$ cat src/rtl/execute_stage_if.sv
// EX-stage bundle: E-side instruction fields, hazard controls and forwarding
// inputs flowing into execute_stage, plus the branch outputs and EX/MEM register
// outputs flowing back out. The hazard/decode side is the master.
interface execute_stage_if #(
    parameter int WIDTH = 32
);
    // Hazard-unit controls
    logic             stall_e;
    logic             flush_e;
    // Decoded instruction in EX
    logic             valid_e;
    logic             RegWriteE;
    logic             MemWriteE;
    logic [1:0]       ResultSrcE;
    logic             BranchE;
    logic             ALUSrcE;
    logic [2:0]       ALUControlE;
    logic [WIDTH-1:0] RD1_E;
    logic [WIDTH-1:0] RD2_E;
    logic [WIDTH-1:0] Imm_Ext_E;
    logic [WIDTH-1:0] PCE;
    logic [WIDTH-1:0] PCPlus4E;
    logic [4:0]       RD_E;
    // Forwarding
    logic [1:0]       ForwardA_E;
    logic [1:0]       ForwardB_E;
    logic [WIDTH-1:0] ResultW;
    // Same-cycle branch resolution
    logic             PCSrcE;
    logic [WIDTH-1:0] PCTargetE;
    // EX/MEM register
    logic             RegWriteM;
    logic             MemWriteM;
    logic             valid_m;
    logic [1:0]       ResultSrcM;
    logic [4:0]       RD_M;
    logic [WIDTH-1:0] ALU_ResultM;
    logic [WIDTH-1:0] WriteDataM;
    logic [WIDTH-1:0] PCPlus4M;

    modport master (
        output stall_e, flush_e, valid_e, RegWriteE, MemWriteE, ResultSrcE,
               BranchE, ALUSrcE, ALUControlE, RD1_E, RD2_E, Imm_Ext_E, PCE,
               PCPlus4E, RD_E, ForwardA_E, ForwardB_E, ResultW,
        input  PCSrcE, PCTargetE, RegWriteM, MemWriteM, valid_m, ResultSrcM,
               RD_M, ALU_ResultM, WriteDataM, PCPlus4M
    );

    modport slave (
        input  stall_e, flush_e, valid_e, RegWriteE, MemWriteE, ResultSrcE,
               BranchE, ALUSrcE, ALUControlE, RD1_E, RD2_E, Imm_Ext_E, PCE,
               PCPlus4E, RD_E, ForwardA_E, ForwardB_E, ResultW,
        output PCSrcE, PCTargetE, RegWriteM, MemWriteM, valid_m, ResultSrcM,
               RD_M, ALU_ResultM, WriteDataM, PCPlus4M
    );
endinterface

$ cat src/rtl/execute_stage.sv
// RV32I execute stage: operand forwarding, ALU, beq resolution, branch target,
// and the EX/MEM pipeline register (priority rst > flush > stall > load).
module execute_stage #(
    parameter int WIDTH = 32
) (
    input  logic             clk,
    input  logic             rst,
    execute_stage_if.slave   bus
);

    localparam logic [2:0] ALU_ADD = 3'b000;
    localparam logic [2:0] ALU_SUB = 3'b001;
    localparam logic [2:0] ALU_AND = 3'b010;
    localparam logic [2:0] ALU_OR  = 3'b011;
    localparam logic [2:0] ALU_SLT = 3'b101;

    // Select 11 is unused by the hazard unit and falls back to the register file.
    function automatic logic [WIDTH-1:0] fwd(input logic [1:0]       sel,
                                             input logic [WIDTH-1:0] rf_val,
                                             input logic [WIDTH-1:0] result_w,
                                             input logic [WIDTH-1:0] alu_m);
        case (sel)
            2'b01:   fwd = result_w;
            2'b10:   fwd = alu_m;
            default: fwd = rf_val;
        endcase
    endfunction

    logic             valid_m_q,       valid_m_d;
    logic             reg_write_m_q,   reg_write_m_d;
    logic             mem_write_m_q,   mem_write_m_d;
    logic [1:0]       result_src_m_q,  result_src_m_d;
    logic [4:0]       rd_m_q,          rd_m_d;
    logic [WIDTH-1:0] alu_result_m_q,  alu_result_m_d;
    logic [WIDTH-1:0] write_data_m_q,  write_data_m_d;
    logic [WIDTH-1:0] pc_plus4_m_q,    pc_plus4_m_d;

    logic [WIDTH-1:0] src_a;
    logic [WIDTH-1:0] src_b;
    logic [WIDTH-1:0] write_data_e;
    logic [WIDTH-1:0] alu_result_e;
    logic             zero_e;

    // Operand forwarding, ALU and branch decision (forward 10 reads the live EX/MEM value)
    always_comb begin
        src_a        = fwd(bus.ForwardA_E, bus.RD1_E, bus.ResultW, alu_result_m_q);
        write_data_e = fwd(bus.ForwardB_E, bus.RD2_E, bus.ResultW, alu_result_m_q);
        src_b        = bus.ALUSrcE ? bus.Imm_Ext_E : write_data_e;
        alu_result_e = '0;
        case (bus.ALUControlE)
            ALU_ADD: alu_result_e = src_a + src_b;
            ALU_SUB: alu_result_e = src_a - src_b;
            ALU_AND: alu_result_e = src_a & src_b;
            ALU_OR:  alu_result_e = src_a | src_b;
            ALU_SLT: alu_result_e = {{(WIDTH-1){1'b0}}, ($signed(src_a) < $signed(src_b))};
            default: alu_result_e = '0;
        endcase
        zero_e = (alu_result_e == '0);
    end

    assign bus.PCSrcE    = bus.valid_e & bus.BranchE & zero_e;
    assign bus.PCTargetE = bus.PCE + bus.Imm_Ext_E;

    // EX/MEM next state: flush inserts a zeroed bubble, stall holds, otherwise load
    always_comb begin
        valid_m_d      = valid_m_q;
        reg_write_m_d  = reg_write_m_q;
        mem_write_m_d  = mem_write_m_q;
        result_src_m_d = result_src_m_q;
        rd_m_d         = rd_m_q;
        alu_result_m_d = alu_result_m_q;
        write_data_m_d = write_data_m_q;
        pc_plus4_m_d   = pc_plus4_m_q;
        if (bus.flush_e) begin
            valid_m_d      = 1'b0;
            reg_write_m_d  = 1'b0;
            mem_write_m_d  = 1'b0;
            result_src_m_d = '0;
            rd_m_d         = '0;
            alu_result_m_d = '0;
            write_data_m_d = '0;
            pc_plus4_m_d   = '0;
        end else if (!bus.stall_e) begin
            valid_m_d      = bus.valid_e;
            reg_write_m_d  = bus.RegWriteE & bus.valid_e;
            mem_write_m_d  = bus.MemWriteE & bus.valid_e;
            result_src_m_d = bus.ResultSrcE;
            rd_m_d         = bus.RD_E;
            alu_result_m_d = alu_result_e;
            write_data_m_d = write_data_e;
            pc_plus4_m_d   = bus.PCPlus4E;
        end
    end

    // EX/MEM register; reset discards the in-flight instruction
    always_ff @(posedge clk) begin
        if (rst) begin
            valid_m_q      <= 1'b0;
            reg_write_m_q  <= 1'b0;
            mem_write_m_q  <= 1'b0;
            result_src_m_q <= '0;
            rd_m_q         <= '0;
            alu_result_m_q <= '0;
            write_data_m_q <= '0;
            pc_plus4_m_q   <= '0;
        end else begin
            valid_m_q      <= valid_m_d;
            reg_write_m_q  <= reg_write_m_d;
            mem_write_m_q  <= mem_write_m_d;
            result_src_m_q <= result_src_m_d;
            rd_m_q         <= rd_m_d;
            alu_result_m_q <= alu_result_m_d;
            write_data_m_q <= write_data_m_d;
            pc_plus4_m_q   <= pc_plus4_m_d;
        end
    end

    assign bus.valid_m     = valid_m_q;
    assign bus.RegWriteM   = reg_write_m_q;
    assign bus.MemWriteM   = mem_write_m_q;
    assign bus.ResultSrcM  = result_src_m_q;
    assign bus.RD_M        = rd_m_q;
    assign bus.ALU_ResultM = alu_result_m_q;
    assign bus.WriteDataM  = write_data_m_q;
    assign bus.PCPlus4M    = pc_plus4_m_q;

endmodule

$ cat src/flat_wrapper.sv
// flat-port wrapper written by rule: the top's interface ports become plain ports
module execute_stage_flat 
#(
    parameter int WIDTH = 32
)
  (clk, rst, bus_stall_e, bus_flush_e, bus_valid_e, bus_RegWriteE, bus_MemWriteE, bus_ResultSrcE, bus_BranchE, bus_ALUSrcE, bus_ALUControlE, bus_RD1_E, bus_RD2_E, bus_Imm_Ext_E, bus_PCE, bus_PCPlus4E, bus_RD_E, bus_ForwardA_E, bus_ForwardB_E, bus_ResultW, bus_PCSrcE, bus_PCTargetE, bus_RegWriteM, bus_MemWriteM, bus_valid_m, bus_ResultSrcM, bus_RD_M, bus_ALU_ResultM, bus_WriteDataM, bus_PCPlus4M);
  execute_stage_if #(.WIDTH(WIDTH)) bus_i ();
  input  logic clk;
  input  logic rst;
  input wire logic [$bits(bus_i.stall_e)-1:0] bus_stall_e;
  input wire logic [$bits(bus_i.flush_e)-1:0] bus_flush_e;
  input wire logic [$bits(bus_i.valid_e)-1:0] bus_valid_e;
  input wire logic [$bits(bus_i.RegWriteE)-1:0] bus_RegWriteE;
  input wire logic [$bits(bus_i.MemWriteE)-1:0] bus_MemWriteE;
  input wire logic [$bits(bus_i.ResultSrcE)-1:0] bus_ResultSrcE;
  input wire logic [$bits(bus_i.BranchE)-1:0] bus_BranchE;
  input wire logic [$bits(bus_i.ALUSrcE)-1:0] bus_ALUSrcE;
  input wire logic [$bits(bus_i.ALUControlE)-1:0] bus_ALUControlE;
  input wire logic [$bits(bus_i.RD1_E)-1:0] bus_RD1_E;
  input wire logic [$bits(bus_i.RD2_E)-1:0] bus_RD2_E;
  input wire logic [$bits(bus_i.Imm_Ext_E)-1:0] bus_Imm_Ext_E;
  input wire logic [$bits(bus_i.PCE)-1:0] bus_PCE;
  input wire logic [$bits(bus_i.PCPlus4E)-1:0] bus_PCPlus4E;
  input wire logic [$bits(bus_i.RD_E)-1:0] bus_RD_E;
  input wire logic [$bits(bus_i.ForwardA_E)-1:0] bus_ForwardA_E;
  input wire logic [$bits(bus_i.ForwardB_E)-1:0] bus_ForwardB_E;
  input wire logic [$bits(bus_i.ResultW)-1:0] bus_ResultW;
  output wire logic [$bits(bus_i.PCSrcE)-1:0] bus_PCSrcE;
  output wire logic [$bits(bus_i.PCTargetE)-1:0] bus_PCTargetE;
  output wire logic [$bits(bus_i.RegWriteM)-1:0] bus_RegWriteM;
  output wire logic [$bits(bus_i.MemWriteM)-1:0] bus_MemWriteM;
  output wire logic [$bits(bus_i.valid_m)-1:0] bus_valid_m;
  output wire logic [$bits(bus_i.ResultSrcM)-1:0] bus_ResultSrcM;
  output wire logic [$bits(bus_i.RD_M)-1:0] bus_RD_M;
  output wire logic [$bits(bus_i.ALU_ResultM)-1:0] bus_ALU_ResultM;
  output wire logic [$bits(bus_i.WriteDataM)-1:0] bus_WriteDataM;
  output wire logic [$bits(bus_i.PCPlus4M)-1:0] bus_PCPlus4M;
  assign bus_i.stall_e = bus_stall_e;
  assign bus_i.flush_e = bus_flush_e;
  assign bus_i.valid_e = bus_valid_e;
  assign bus_i.RegWriteE = bus_RegWriteE;
  assign bus_i.MemWriteE = bus_MemWriteE;
  assign bus_i.ResultSrcE = bus_ResultSrcE;
  assign bus_i.BranchE = bus_BranchE;
  assign bus_i.ALUSrcE = bus_ALUSrcE;
  assign bus_i.ALUControlE = bus_ALUControlE;
  assign bus_i.RD1_E = bus_RD1_E;
  assign bus_i.RD2_E = bus_RD2_E;
  assign bus_i.Imm_Ext_E = bus_Imm_Ext_E;
  assign bus_i.PCE = bus_PCE;
  assign bus_i.PCPlus4E = bus_PCPlus4E;
  assign bus_i.RD_E = bus_RD_E;
  assign bus_i.ForwardA_E = bus_ForwardA_E;
  assign bus_i.ForwardB_E = bus_ForwardB_E;
  assign bus_i.ResultW = bus_ResultW;
  assign bus_PCSrcE = bus_i.PCSrcE;
  assign bus_PCTargetE = bus_i.PCTargetE;
  assign bus_RegWriteM = bus_i.RegWriteM;
  assign bus_MemWriteM = bus_i.MemWriteM;
  assign bus_valid_m = bus_i.valid_m;
  assign bus_ResultSrcM = bus_i.ResultSrcM;
  assign bus_RD_M = bus_i.RD_M;
  assign bus_ALU_ResultM = bus_i.ALU_ResultM;
  assign bus_WriteDataM = bus_i.WriteDataM;
  assign bus_PCPlus4M = bus_i.PCPlus4M;
  execute_stage #(.WIDTH(WIDTH)) u_core (.clk(clk), .rst(rst), .bus(bus_i));
endmodule
$ cat config.mk
export PLATFORM = sky130hd
export DESIGN_NAME = execute_stage_flat
export DESIGN_NICKNAME = d
export VERILOG_FILES = /design/src/rtl/execute_stage_if.sv /design/src/rtl/execute_stage.sv /design/src/flat_wrapper.sv
export SDC_FILE = /design/constraint.sdc
export NUM_CORES = 1
export LEC_CHECK = 0
export ABC_AREA = 1
export ABC_CLOCK_PERIOD_IN_PS = 5250
export CORE_UTILIZATION = 40
export CTS_BUF_LIST = sky130_fd_sc_hd__clkbuf_2 sky130_fd_sc_hd__clkbuf_4 sky130_fd_sc_hd__clkbuf_8
export DETAILED_ROUTE_END_ITERATION = 6
export GPL_TIMING_DRIVEN = 0
export PLACE_DENSITY_LB_ADDON = 0.15
export SETUP_SLACK_MARGIN = 0.3
export SYNTH_ARGS = -nofsm -noshare
export SYNTH_HDL_FRONTEND = slang
export SYNTH_SLANG_ARGS = --single-unit
$ cat constraint.sdc
create_clock -name clk -period 5.25 [get_ports clk]
set_input_delay 1.05 -clock clk [delete_from_list [all_inputs] [get_ports clk]]
set_output_delay 1.05 -clock clk [all_outputs]
set_load 0.02 [all_outputs]
==> run_results.csv <==
group,metric,value,unit
critical_path,crit_family,"simple AND/OR/NAND/NOR gates",
global_routing,antenna_found_initial,10,
placement,place_congestion,1.01,
yosys,synth_edf_count,0,
critical_path,crit_path_end_kind,"output pin",
timing,skew,11.6,ps
clocking,h-tree-depth,3,
critical_path,crit_type,"in2out",
clocking,worstSkewPairLatency,410,ps
critical_path,start_kind,"input pin",
global_routing,grt_max_degree,20,
run_status,violations,"setup timing",
yosys,synth.top_cell.area_share,0.174,
floorplan,rows,66,
yosys,ys_types,45,
placement,dp.final_hpwl,56.5,mm
floorplan,core,32700,um^2
pwr,ir_drop,123,uV
drt,wl_per_cell,21.5,um
floorplan,die_w,185,um
global_routing,grt-ovfl-total,0,
global_routing,grt_pass1_wl,103,mm
timing,period_needed,5710,ps
layout,drive_gt1_frac,0.229,
critical_path,crit_required,4200,ps
pwr,power.density,229,nW/um^2
yosys,async_flop_share,0,
critical_path,worstPathMaxFanout,5,
floorplan,top_level_ports,354,
clocking,cts.sinks,106,
clocking,root_buffer,"clkbuf_8",
yosys,synth-seq-area-share,0.159,
drt,via_per_inst,5.51,
placement,port_buffers,351,
clocking,clk_pin_slew,120,ps
critical_path,max_stage_delay,380,ps
layout,fin_nets,3197,
yosys,synth_warnings,0,
timing,min_period_over_period,1.09,
drt,dr_total_vias,18200,
yosys,yosys.area.top_type,"nand2_1",
worst_hold_path,hold_path_class,"reg2reg",
pwr,cellLeakagePower,9.79,nW
timing,drv_slew,0,
layout,utilization,0.651,
clocking,cts_tree,"done",
timing,maxSlewHeadroom,0.314,
timing,tns,-459,ps
drt,route.detailed.drc,0,
timing,fmax,175,MHz
critical_path,path_buf_inv,6,
drt,ant_nets,0,
critical_path,crit_chain,"buf_2, ha_4, clkinvlp_4, buf_4, buf_6, o21ai_4, o21ai_4, ha_4, fa_2, buf_4, xor2_1, a21oi_1, nand2_1, nor2_2, nand3_2, nor2_2, nand3_2, nor2_1, nand2_1, nor2_2, nand3_2, nor2_4, buf_6",
floorplan,design.die.area,34100,um^2
layout,final.fill_count,3030,
clocking,cts_made_buffers,9,
layout,layout_common_cells,"533 x nand2_1, 338 x inv_1, 330 x clkdlybuf4s50_1",
yosys,synth.net_count,2687,
run_status,status,"complete, but fails checks",
floorplan,die_height,185,um
yosys,synth_area_leaders,"nand2_1 17%, dfxtp_1 16%, ha_1 12%",
drt,drtIter0Drc,1697,
clocking,cts_buffer_depth,2,
flow_run,cap_violations,0,
layout,final_common_cell,"nand2_1",
yosys,syn-cell-area,13300,um^2
critical_path,critPathSlowestCell,"fa_2",
timing,setup_viol,1,
critical_path,arrival,4660,ps
yosys,synth_flop_cell,"dfxtp_1",
yosys,avgSynthCellArea,5.71,um^2
floorplan,initial_core_util,0.408,
timing,rsz0062_at_grt,"yes",
global_routing,track_usage,0.403,
timing,worstMarginPinSlew,1030,ps
drt,wirelength,71.1,mm
timing,final.setup.worst_slack,-459,ps
timing,final_hold_viol_count,0,
layout,syn2layout_area_growth,59.4,%
global_routing,grt_pass1_vias,17600,
yosys,ys_seq_elements,106,
yosys,synthCells,2338,
drt,drt_pass1_iterations,6,
area by class of cell:
type	instances	area (um^2)	area share
multi-input combinational	1753	11300	0.532
timing repair buffer	499	4800	0.225
sequential	106	2120	0.0997
inverter	381	1470	0.0689
buffer	98	800	0.0376
tap	442	553	0.0260
clock buffer	10	131	0.00618
clock inverter	6	60.1	0.00282
antenna	11	27.5	0.00129
worst register-to-register path: cells and delay by family, from the launching register on:
family	cells	cell delay, ps
AO/OA/AOI/OAI	6	1010
AND/OR/NAND/NOR	8	860
flip-flops	1	380
adder cells (fa/ha/maj)	1	300
buffers and inverters	6	680
state kept, by name, indices dropped and copies added (netlist names):
name                    count
u_core.bus.PCPlus4M        32
u_core.bus.ALU_ResultM     32
u_core.bus.MemWriteM        1
u_core.bus.RegWriteM        1
u_core.bus.ResultSrcM       2
u_core.bus.WriteDataM      32
u_core.bus.valid_m          1
u_core.bus.RD_M             5
cells in the mapped netlist (10+ instances only):
master	count
nor2_2	14
inv_2	13
xnor2_1	13
nor3_1	13
o21bai_1	18
nand3_1	134
o22ai_1	18
nand2_2	13
inv_1	367
dfxtp_1	106
nand3b_1	10
a21oi_1	226
xor2_1	19
o21ai_0	235
nand4_1	16
a221o_1	14
buf_4	13
nor2_1	189
buf_2	13
o211ai_1	21
ha_1	131
nand2_1	620
clkbuf_1	63
where the power goes:
part	internal, W	switching (W)
registers	0.000837	0.0000262
logic	0.00138	0.00209
clock network	0.000189	0.000344
total	0.00240	0.00246
per-layer routing:
metal,vias to the layer above,share of wire,global-route usage
li1,8563,-,-
met1,8556,0.40,0.489
met2,923,0.46,0.671
met3,186,0.081,0.0777
met4,2,0.057,0.216
met5,-,0.00018,0
what timing repair did:
item,in CTS,in global routing
gates resized for setup,595,179
pin swaps,138,101
hold buffers,0,0
setup buffers,108,29
endpoints found under the setup margin,33,14
gates cloned,8,3
logic make-up (layout without fill, tap and decap cells):
logic type,after synthesis,count (layout),share of synthesized area
compound gates,560,560,0.229
xor+xnor,32,32,0.0210
fa+ha+maj,134,134,0.127
buf+inv,479,994,0.143
flops,106,106,0.159
other cells,0,11,0
simple gates,1027,1027,0.320
stage by stage:
stage | worst slack, ps | instances | cell area, um^2 | total power [W] | hold slack, ps
finish | -459 | 3306 | 21300 | 0.00487 | 473
global route | -516 | 3302 | 21300 | 0.00510 | 492
CTS | -250 | 3263 | 20300 | 0.00450 | 473
detailed placement | -2360 | 3131 | 17500 | 0.00339 | 456
global placement | -2340 | 3131 | 17500 | 0.00337 | 452
floorplan | 302 | 2338 | 13400 | 0.00244 | 545
path summary, 6_finish.rpt:
check	from	end	slack [ps]	cells after the start
setup / recovery	bus_ForwardB_E[1]	bus_PCSrcE	-460	23
hold / removal	u_core.bus.PCPlus4M[20]	u_core.bus.PCPlus4M[20]	470	2
setup reg to reg	u_core.bus.ALU_ResultM[6]	u_core.bus.ALU_ResultM[19]	1980	21
hold reg to reg	u_core.bus.PCPlus4M[20]	u_core.bus.PCPlus4M[20]	470	2
(Power assumes the default switching activity.)
